$ cat src/rtl/keypad_pkg.sv
// Shared types and key-map helpers for the 4x4 matrix keypad scanner.
package keypad_pkg;

  typedef enum logic [1:0] {
    ST_SCAN       = 2'd0,
    ST_DEBOUNCE   = 2'd1,
    ST_HELD       = 2'd2,
    ST_RELEASE_DB = 2'd3
  } kp_state_t;

  localparam logic [3:0] COLS_IDLE = 4'b1111;

  // Legend printed on the keypad, addressed by driven row and low column.
  function automatic logic [3:0] key_lookup(input logic [1:0] row, input logic [1:0] col);
    logic [3:0] code;
    code = 4'h0;
    case ({row, col})
      4'd0:  code = 4'h1;
      4'd1:  code = 4'h2;
      4'd2:  code = 4'h3;
      4'd3:  code = 4'hA;
      4'd4:  code = 4'h4;
      4'd5:  code = 4'h5;
      4'd6:  code = 4'h6;
      4'd7:  code = 4'hB;
      4'd8:  code = 4'h7;
      4'd9:  code = 4'h8;
      4'd10: code = 4'h9;
      4'd11: code = 4'hC;
      4'd12: code = 4'hE;
      4'd13: code = 4'h0;
      4'd14: code = 4'hF;
      default: code = 4'hD;
    endcase
    return code;
  endfunction

  function automatic logic one_low(input logic [3:0] c);
    return ($countones(~c) == 1);
  endfunction

  function automatic logic [1:0] low_index(input logic [3:0] c);
    logic [1:0] idx;
    if (!c[0])      idx = 2'd0;
    else if (!c[1]) idx = 2'd1;
    else if (!c[2]) idx = 2'd2;
    else            idx = 2'd3;
    return idx;
  endfunction

endpackage

$ cat src/rtl/keypad_scan_timer.sv
// Free-running divider producing a one-clk tick every SCAN_DIV cycles.
module scan_timer #(
  parameter int SCAN_DIV = 12000
) (
  input  logic clk,
  input  logic reset,
  output logic tick
);

  localparam int CW = (SCAN_DIV > 2) ? $clog2(SCAN_DIV) : 1;
  localparam logic [CW-1:0] LAST = CW'(SCAN_DIV - 1);

  logic [CW-1:0] cnt;

  always_ff @(posedge clk or negedge reset) begin
    if (!reset)            cnt <= '0;
    else if (cnt == LAST)  cnt <= '0;
    else                   cnt <= cnt + 1'b1;
  end

  assign tick = (cnt == LAST);

endmodule

$ cat src/rtl/keypad_ctrl.sv
// Matrix keypad scanner: drives rows, debounces press and release, reports keys.
module keypad_ctrl
  import keypad_pkg::*;
#(
  parameter int SCAN_DIV = 12000,
  parameter int DB_TICKS = 20
) (
  input  logic      clk,
  input  logic      reset,
  input  logic [3:0] cols,
  output logic [3:0] rows,
  output logic       key_valid,
  output logic [3:0] key_code,
  output logic [3:0] digit_new,
  output logic [3:0] digit_old,
  output kp_state_t  state_dbg
);

  localparam int DW = (DB_TICKS > 1) ? $clog2(DB_TICKS + 1) : 1;
  localparam logic [DW-1:0] DB_LAST = DW'(DB_TICKS);

  logic [3:0]    sync1, scols;
  logic          tick;
  kp_state_t     state, state_n;
  logic [1:0]    row_idx, row_n;
  logic [3:0]    latch_cols, latch_n;
  logic [DW-1:0] db_cnt, cnt_n, cnt_inc;
  logic          accept;
  logic [3:0]    new_code;

  scan_timer #(.SCAN_DIV(SCAN_DIV)) u_timer (
    .clk  (clk),
    .reset(reset),
    .tick (tick)
  );

  assign cnt_inc  = db_cnt + 1'b1;
  assign new_code = key_lookup(row_idx, low_index(latch_cols));

  // key_valid is a one-cycle strobe with no back-pressure; key_code and the
  // digit pair hold their values until the next accepted press.
  always_ff @(posedge clk or negedge reset) begin
    if (!reset) begin
      sync1      <= COLS_IDLE;
      scols      <= COLS_IDLE;
      state      <= ST_SCAN;
      row_idx    <= 2'd0;
      latch_cols <= COLS_IDLE;
      db_cnt     <= '0;
      key_valid  <= 1'b0;
      key_code   <= 4'h0;
      digit_new  <= 4'h0;
      digit_old  <= 4'h0;
    end else begin
      sync1      <= cols;
      scols      <= sync1;
      state      <= state_n;
      row_idx    <= row_n;
      latch_cols <= latch_n;
      db_cnt     <= cnt_n;
      key_valid  <= accept;
      if (accept) begin
        key_code  <= new_code;
        digit_new <= new_code;
        digit_old <= digit_new;
      end
    end
  end

  always_comb begin
    state_n = state;
    row_n   = row_idx;
    latch_n = latch_cols;
    cnt_n   = db_cnt;
    accept  = 1'b0;
    if (tick) begin
      case (state)
        ST_SCAN: begin
          if (one_low(scols)) begin
            latch_n = scols;
            cnt_n   = '0;
            state_n = ST_DEBOUNCE;
          end else begin
            row_n = row_idx + 2'd1;
          end
        end
        ST_DEBOUNCE: begin
          if (scols == latch_cols) begin
            cnt_n = cnt_inc;
            if (cnt_inc == DB_LAST) begin
              state_n = ST_HELD;
              accept  = 1'b1;
            end
          end else begin
            state_n = ST_SCAN;
            row_n   = row_idx + 2'd1;
          end
        end
        ST_HELD: begin
          if (scols == COLS_IDLE) begin
            cnt_n   = '0;
            state_n = ST_RELEASE_DB;
          end
        end
        ST_RELEASE_DB: begin
          if (scols == COLS_IDLE) begin
            if (cnt_inc == DB_LAST) begin
              cnt_n   = '0;
              state_n = ST_SCAN;
              row_n   = row_idx + 2'd1;
            end else begin
              cnt_n = cnt_inc;
            end
          end else begin
            state_n = ST_HELD;
          end
        end
        default: state_n = ST_SCAN;
      endcase
    end
  end

  always_comb begin
    rows      = ~(4'b0001 << row_idx);
    state_dbg = state;
  end

endmodule

$ cat config.mk
export PLATFORM = sky130hd
export DESIGN_NAME = keypad_ctrl
export DESIGN_NICKNAME = d
export VERILOG_FILES = /design/src/rtl/keypad_pkg.sv /design/src/rtl/keypad_scan_timer.sv /design/src/rtl/keypad_ctrl.sv
export SDC_FILE = /design/constraint.sdc
export NUM_CORES = 1
export LEC_CHECK = 0
export CAP_MARGIN = 10
export CORE_ASPECT_RATIO = 1.75
export CORE_MARGIN = 2
export CORE_UTILIZATION = 40
export CTS_CLUSTER_DIAMETER = 80
export DETAILED_ROUTE_END_ITERATION = 10
export HOLD_SLACK_MARGIN = 0.02
export MAX_ROUTING_LAYER = met4
export PLACE_DENSITY_LB_ADDON = 0.05
export RECOVER_POWER = 100
export SYNTH_ARGS = -nofsm -noshare
export SYNTH_HDL_FRONTEND = slang
export SYNTH_SLANG_ARGS = --single-unit
$ cat constraint.sdc
create_clock -name clk -period 3.3 [get_ports clk]
set_input_delay 0.33 -clock clk [delete_from_list [all_inputs] [get_ports clk]]
set_output_delay 0.33 -clock clk [all_outputs]
set_load 0.01 [all_outputs]
Word level (Yosys, flattened, before mapping). Memory sizes are Yosys's and may differ from the RTL's. A register that Yosys moved wholly into a read port is not among the register bits. Index checks and enable logic that the tools add are counted.

Flip-flop bits (word level): 40. ROM bits: 64. Bits of input ports: 6. Output and inout bits: 19. Memories: 1.

Memories: (no name shown) (words 16, bits a word 4, read ports 1, clocked after memory_dff 1, wr ports 0, line keypad_pkg.sv:17) `case ({row, col})`.

Add/sub/neg operators: 6. Equal/unequal tests: 17. Shifts and indexed selects: 1. Mux-type cells: 26. Bitwise gates (word level): 2. Reductions and logical operators: 7.

Operators with widths (number): $mux 5 (5); $mux 2 (12); $pmux 5 s4 (1); $add 14x1->14 const B (1); $eq 14x14->1 const B (1); $mux 14 (1); $ne 2x2->1 const B (7); $reduce_and 5->1 (2); $not 4->4 (2); $pmux 2 s4 (1); $ne 3x3->1 const B (2); $pmux 2 s3 (1); $reduce_and 6->1 (1); $add 5x1->5 const B (1); $eq 5x5->1 const B (1); $mux 1 (5); $add 1x1->2 (2); $eq 2x2->1 const B (2); $eq 4x4->1 (1); $eq 4x4->1 const B (1); $shl 1x2->4 const A (1); $add 2x2->3 (1); $eq 3x1->1 const B (1); $reduce_and 3->1 (1); 5 further kinds (5).

Longest topological paths before layout.
Depth after elaboration: 6. Mapped depth: 9. Mapped depth without buffers: 9.

Hierarchy. Synthesis repeated with hierarchy kept, for this count alone.

Cells, all modules: 219. Area total of the unflattened synthesis: 2436.1 sq um.

Modules (own cells, without submodules): keypad_ctrl (times used 1, cells each 149, area an instance 1725.4 sq um); scan_timer (times used 1, cells each 70, area an instance 710.7 sq um).

Worst setup path after synthesis. Ideal clock, no wire load.

Path kind: register to register. Start point: register scols[0]. End point: register db_cnt[2]. Library setup time: 0.126 ns. Arrival time: 2.343 ns. Path slack: 0.831 ns. Cell stages (with the launch flop): 9. Period minus slack after synthesis: 2.469 ns. Cell sequence: dfstp_2 fa_1 inv_1 ha_1 ha_1 nor4b_1 o31ai_1 nor4b_1 a221o_1.

Cells in the longest elaborated chain, start to end: 6. Elaborated cells on any way between the ends: 11.

Ends and longest elaborated chain: start, declared (line keypad_ctrl.sv:22) `logic [3:0] sync1, scols;`; start signal, assigned (line keypad_ctrl.sv:56) `scols <= sync1;`; $not 4->4 (line keypad_pkg.sv:39) `return ($countones(~c) == 1);`; $add 1x1->2 (not written as such) (line keypad_pkg.sv:39); $add 2x2->3 (not written as such) (line keypad_pkg.sv:39); $eq 3x1->1 (line keypad_pkg.sv:39); $ne 2x2->1 (no line); $reduce_and 5->1 (no line) *; end signal, assigned (line keypad_ctrl.sv:60) `db_cnt <= cnt_n;`; end, declared (line keypad_ctrl.sv:27) `logic [DW-1:0] db_cnt, cnt_n, cnt_inc;`.

Mark *: on every way between the ends. The rest lies on a longest branch, timed or not. A chain may end at the register's enable or synchronous reset.

Worst setup path after layout.
Start point: register scols[1]. End point: register row_idx[1].

Cells in the longest elaborated chain, start to end: 6. Elaborated cells on any way between the ends: 10.

Ends and longest elaborated chain: $not 4->4 (line keypad_pkg.sv:39); $add 1x1->2 (not written as such) (line keypad_pkg.sv:39); $add 2x2->3 (not written as such) (line keypad_pkg.sv:39); $eq 3x1->1 (line keypad_pkg.sv:39); $ne 2x2->1 (no line); $reduce_and 6->1 (no line) *; end signal, assigned (line keypad_ctrl.sv:58) `row_idx <= row_n;`; end, declared (line keypad_ctrl.sv:25) `logic [1:0] row_idx, row_n;`.

Marks and branches as above.

==> flow_results.xml <==
<?xml version="1.0" encoding="UTF-8"?>
<metrics>
  <group name="timing">
    <metric name="setup_viol" unit="">0</metric>
    <metric name="setup_total_negative_slack" unit="ns">0</metric>
    <metric name="final_hold_viol_count" unit="">0</metric>
    <metric name="setup_skew" unit="ns">0.002066</metric>
    <metric name="crit_path_time_final" unit="ns">2.803</metric>
    <metric name="worst-slew-pin-transition" unit="ns">2.283</metric>
    <metric name="slew_headroom" unit="">-0.5218</metric>
    <metric name="slew_viol_final" unit="">45</metric>
    <metric name="layout_setup_ws" unit="ns">0.4975</metric>
    <metric name="rsz_0062_raised_after_global_routing" unit="">false</metric>
    <metric name="max_freq" unit="MHz">356.8</metric>
    <metric name="layout_worst_path_cycle_share" unit="">0.8492</metric>
  </group>
  <group name="power">
    <metric name="power_density" unit="nW/um^2">351.0</metric>
    <metric name="static-leakage-power" unit="nW">1.259</metric>
    <metric name="intPower" unit="W">0.0007602</metric>
    <metric name="sw_frac_of_total" unit="">0.2252</metric>
    <metric name="power_frac_seq" unit="">0.563</metric>
    <metric name="switchingPower" unit="W">0.0002209</metric>
    <metric name="power.share.clock" unit="">0.399</metric>
    <metric name="ir_drop" unit="V">0.0002746</metric>
    <metric name="combPwrFrac" unit="">0.038</metric>
  </group>
  <group name="global_routing">
    <metric name="met3_usage" unit="">0.02204</metric>
    <metric name="antenna_found_initial" unit="">0</metric>
    <metric name="grt_max_degree" unit="">45</metric>
    <metric name="grt_overflow_total" unit="">0</metric>
    <metric name="grt_pass1_wl" unit="um">8142</metric>
    <metric name="grt_util_met2" unit="">0.2933</metric>
    <metric name="grt_most_used_layer" unit="">met2</metric>
    <metric name="grt_usage" unit="">0.1554</metric>
    <metric name="vias_in_the_first_global_route" unit="">1763</metric>
    <metric name="gr-usage-met1" unit="">0.1610</metric>
  </group>
  <group name="route">
    <metric name="drcViolationCount" unit="">0</metric>
    <metric name="drt-total-wl" unit="um">4497</metric>
    <metric name="drt_iter0_markers" unit="">66</metric>
    <metric name="viasPerCell" unit="">5.131</metric>
    <metric name="detailedRoute.firstPassIterationCount" unit="">4</metric>
    <metric name="detailroute.via_count" unit="">1678</metric>
    <metric name="wl_per_cell" unit="um">13.75</metric>
    <metric name="route.antenna.remaining_nets" unit="">0</metric>
  </group>
  <group name="placed_design">
    <metric name="placement.io_buffers" unit="">24</metric>
    <metric name="hpwlAfterDp" unit="um">3343</metric>
    <metric name="gp_routability_congestion" unit="">0.7840</metric>
    <metric name="dpl_worst_slack" unit="ns">0.5407</metric>
  </group>
  <group name="synthesis">
    <metric name="synth_nets" unit="">248</metric>
    <metric name="synth_fa_ha_area_frac" unit="">0.08535</metric>
    <metric name="synth_area" unit="um^2">2434</metric>
    <metric name="synth_top_area_share" unit="">0.3290</metric>
    <metric name="ys.warnings.count" unit="">0</metric>
    <metric name="post_synthesis_sequential_element_count" unit="">44</metric>
    <metric name="number_of_synthesized_flops_with_an_enable_pin" unit="">0</metric>
    <metric name="post_synthesis_mux_area_share" unit="">0.08586</metric>
    <metric name="library_cell_occupying_the_most_area_in_the_post_synthesis_netlist" unit="">sky130_fd_sc_hd__dfrtp_1</metric>
    <metric name="synth_top_family_by_area" unit="">simple AND/OR/NAND/NOR gates</metric>
    <metric name="distinct_cell_type_count_of_the_synthesized_netlist" unit="">54</metric>
    <metric name="dominantRegCellSynth" unit="">sky130_fd_sc_hd__dfrtp_1</metric>
    <metric name="synth_seq_area_share" unit="">0.4586</metric>
    <metric name="synth_cells" unit="">226</metric>
    <metric name="synth_xor_xnor_area_share" unit="">0.05398</metric>
    <metric name="synth_compound_area_frac" unit="">0.08432</metric>
    <metric name="synth_top_cells_by_area" unit="">sky130_fd_sc_hd__dfrtp_1 33%, sky130_fd_sc_hd__dfstp_2 13%, sky130_fd_sc_hd__ha_1 7.7%</metric>
    <metric name="yosys.area_share.simple" unit="">0.1846</metric>
    <metric name="postSynthAreaPerCell" unit="um^2">10.77</metric>
    <metric name="synthArstFlopShare" unit="">1.000</metric>
  </group>
  <group name="clock_network">
    <metric name="cts.repair.resized" unit="">0</metric>
    <metric name="htree_num_levels" unit="">2</metric>
    <metric name="cts_num_sinks" unit="">44</metric>
    <metric name="tritoncts_clock_tree" unit="">done</metric>
    <metric name="clock_latency" unit="ns">0.30</metric>
    <metric name="cts_root_buffer" unit="">sky130_fd_sc_hd__clkbuf_8</metric>
    <metric name="clkSlewWorstSetupHoldPaths" unit="ns">0.08</metric>
    <metric name="cts_hold_repair.buffers" unit="">0</metric>
    <metric name="postCtsSetupBuffers" unit="">0</metric>
    <metric name="ctsLongestPathBuffers" unit="">2</metric>
    <metric name="cts_inserted_buffers" unit="">5</metric>
  </group>
  <group name="floorplanning">
    <metric name="die_w" unit="um">62.96</metric>
    <metric name="fp.dieH" unit="um">107.2</metric>
    <metric name="core_region_area" unit="um^2">5879</metric>
    <metric name="ios" unit="">25</metric>
    <metric name="die_outline_area" unit="um^2">6748</metric>
    <metric name="core.rowCount" unit="">37</metric>
    <metric name="floorplan.initialDensity" unit="">0.4139</metric>
  </group>
  <group name="cells_and_area">
    <metric name="layout.filler_cells" unit="">576</metric>
    <metric name="layout_commonest_cell" unit="">sky130_fd_sc_hd__dfrtp_1</metric>
    <metric name="syn2layout_area_growth" unit="%">14.86</metric>
    <metric name="drive_gt1_frac" unit="">0.1406</metric>
    <metric name="diodes" unit="">0</metric>
    <metric name="finalNetCount" unit="">270</metric>
    <metric name="final_cell_mix" unit="">32 x sky130_fd_sc_hd__dfrtp_1, 23 x sky130_fd_sc_hd__nand2_1, 23 x sky130_fd_sc_hd__dlygate4sd3_1</metric>
  </group>
  <group name="critical_path">
    <metric name="critical-path-top-cell-by-count" unit="">sky130_fd_sc_hd__ha_1</metric>
    <metric name="cp.required" unit="ns">3.49</metric>
    <metric name="crit_chain" unit="">fa_1 -&gt; inv_1 -&gt; ha_1 -&gt; ha_1 -&gt; nor4b_1 -&gt; a21oi_1 -&gt; nand2_1 -&gt; a311o_1 -&gt; mux2_1</metric>
    <metric name="timing.critical_path.buf_inv" unit="">1</metric>
    <metric name="setup_crit_path_kind" unit="">register to register</metric>
    <metric name="cp-start-kind" unit="">register</metric>
    <metric name="critical_path.max_fanout" unit="">4</metric>
    <metric name="critical_path.max_stage_delay" unit="ns">0.61</metric>
    <metric name="cp_max_delay_cell" unit="">sky130_fd_sc_hd__dfstp_1</metric>
    <metric name="worstPathArrival" unit="ns">2.99</metric>
    <metric name="category_of_the_worst_setup_path_capture_point" unit="">register</metric>
    <metric name="timing.critical_path.max_delay_family" unit="">adder cells</metric>
  </group>
  <group name="flow_run">
    <metric name="maxCapViolations" unit="">1</metric>
  </group>
  <group name="status">
    <metric name="run_status" unit="">finished with violations</metric>
    <metric name="failing_checks" unit="">max-capacitance violations, max-slew violations</metric>
  </group>
  <group name="hold_path">
    <metric name="hp-class" unit="">register to register</metric>
  </group>
</metrics>
==> through the flow <==
step                      std cells  power (W)  cell area (um^2)  hold slack (ns)    util
after floorplan                 226  0.0005796              2434          0.03441       -
after global placement          319  0.0006010              2719           0.3462  0.4624
after detailed placement        319  0.0006024              2719           0.3472  0.4624
after CTS                       327   0.001003              2828           0.2129  0.4810
after global routing            327   0.001033              2795           0.3682  0.4754
final                           327  0.0009812              2795           0.3622  0.4754
==> final cells by class <==
cell class | instances | area, um^2 | share of cell area
inverters | 16 | 60.06 | 0.02149
clock inverters | 2 | 15.01 | 0.005372
well taps | 78 | 97.59 | 0.03491
clock buffers | 6 | 93.84 | 0.03357
repair buffers | 25 | 237.7 | 0.08505
multi-input cells | 156 | 1175 | 0.4203
flip-flops and latches | 44 | 1116 | 0.3993
==> registers in the layout, indices dropped and copies added, names as in the netlist <==
| signal | flops |
|---|---|
| db_cnt | 5 |
| digit_old | 4 |
| scols | 4 |
| digit_new | 4 |
| key_valid | 1 |
| u_timer.cnt | 14 |
| state_dbg | 2 |
| row_idx | 2 |
| sync1 | 4 |
| latch_cols | 4 |
==> routing by layer <==
metal  up-vias  routed length (um)
met5         -                   0
met4         0                  72
met3         7                  95
met2        27                2551
met1       807                1779
li1        837                   -
==> worst reg2reg max path, stage by stage, from the launching register on <==
cell                      delay, ns
sky130_fd_sc_hd__dfstp_1       0.61
sky130_fd_sc_hd__fa_1          0.45
sky130_fd_sc_hd__inv_1         0.07
sky130_fd_sc_hd__ha_1          0.13
sky130_fd_sc_hd__ha_1          0.24
sky130_fd_sc_hd__nor4b_1       0.49
sky130_fd_sc_hd__a21oi_1       0.11
sky130_fd_sc_hd__nand2_1       0.10
sky130_fd_sc_hd__a311o_1       0.17
sky130_fd_sc_hd__mux2_1        0.33
==> Yosys cell counts, drive strengths merged (2+ instances only) <==
| cell type | number |
|---|---|
| a21oi | 3 |
| and3 | 3 |
| buf | 5 |
| clkbuf | 5 |
| dfrtp | 32 |
| dfstp | 12 |
| ha | 15 |
| inv | 16 |
| mux2 | 13 |
| mux2i | 4 |
| nand2 | 23 |
| nand2b | 2 |
| nand3 | 11 |
| nand3b | 2 |
| nand4 | 4 |
| nand4b | 2 |
| nor2 | 12 |
| nor3 | 5 |
| nor4 | 3 |
| nor4b | 4 |
| o211ai | 2 |
| o21ai | 6 |
| o21bai | 2 |
| o31ai | 4 |
| or3 | 2 |
| xnor2 | 10 |
| xor2 | 5 |
==> kinds of logic (layout without fill, tap and decap cells) <==
kind of cell             Yosys count  count (layout)
AND/OR/NAND/NOR                   78              78
flip-flops                        44              44
AO/OA/AOI/OAI                     29              29
buffers and inverters             26              49
multiplexers                      18              18
adder cells (fa/ha/maj)           16              16
XOR/XNOR                          15              15
==> power by group through the flow <==
stage          Clock [W]  Combinational, W  Sequential (W)
4_1_cts         0.000411         0.0000398        0.000553
3_5_place_dp           0         0.0000394        0.000563
5_1_grt         0.000435         0.0000444        0.000553
2_1_floorplan          0         0.0000178        0.000562
6_report        0.000391         0.0000377        0.000552
3_3_place_gp           0         0.0000382        0.000563
==> final timing paths <==
path                                    start                        end  slack, ns  cells after the start
hold / removal             sync1[2]$_DFF_PN1_         scols[2]$_DFF_PN1_       0.36                      0
setup / recovery           scols[1]$_DFF_PN1_     row_idx[1]$_DFFE_PN0P_       0.50                      9
max in group asynchronous               reset  u_timer.cnt[11]$_DFF_PN0_       1.30                      1
hold reg to reg            sync1[2]$_DFF_PN1_         scols[2]$_DFF_PN1_       0.36                      0
min in group asynchronous               reset   digit_old[1]$_DFFE_PN0P_       0.71                      1
setup reg to reg           scols[1]$_DFF_PN1_     row_idx[1]$_DFFE_PN0P_       0.50                      9
No activity file was read; power rests on OpenSTA's default activity.
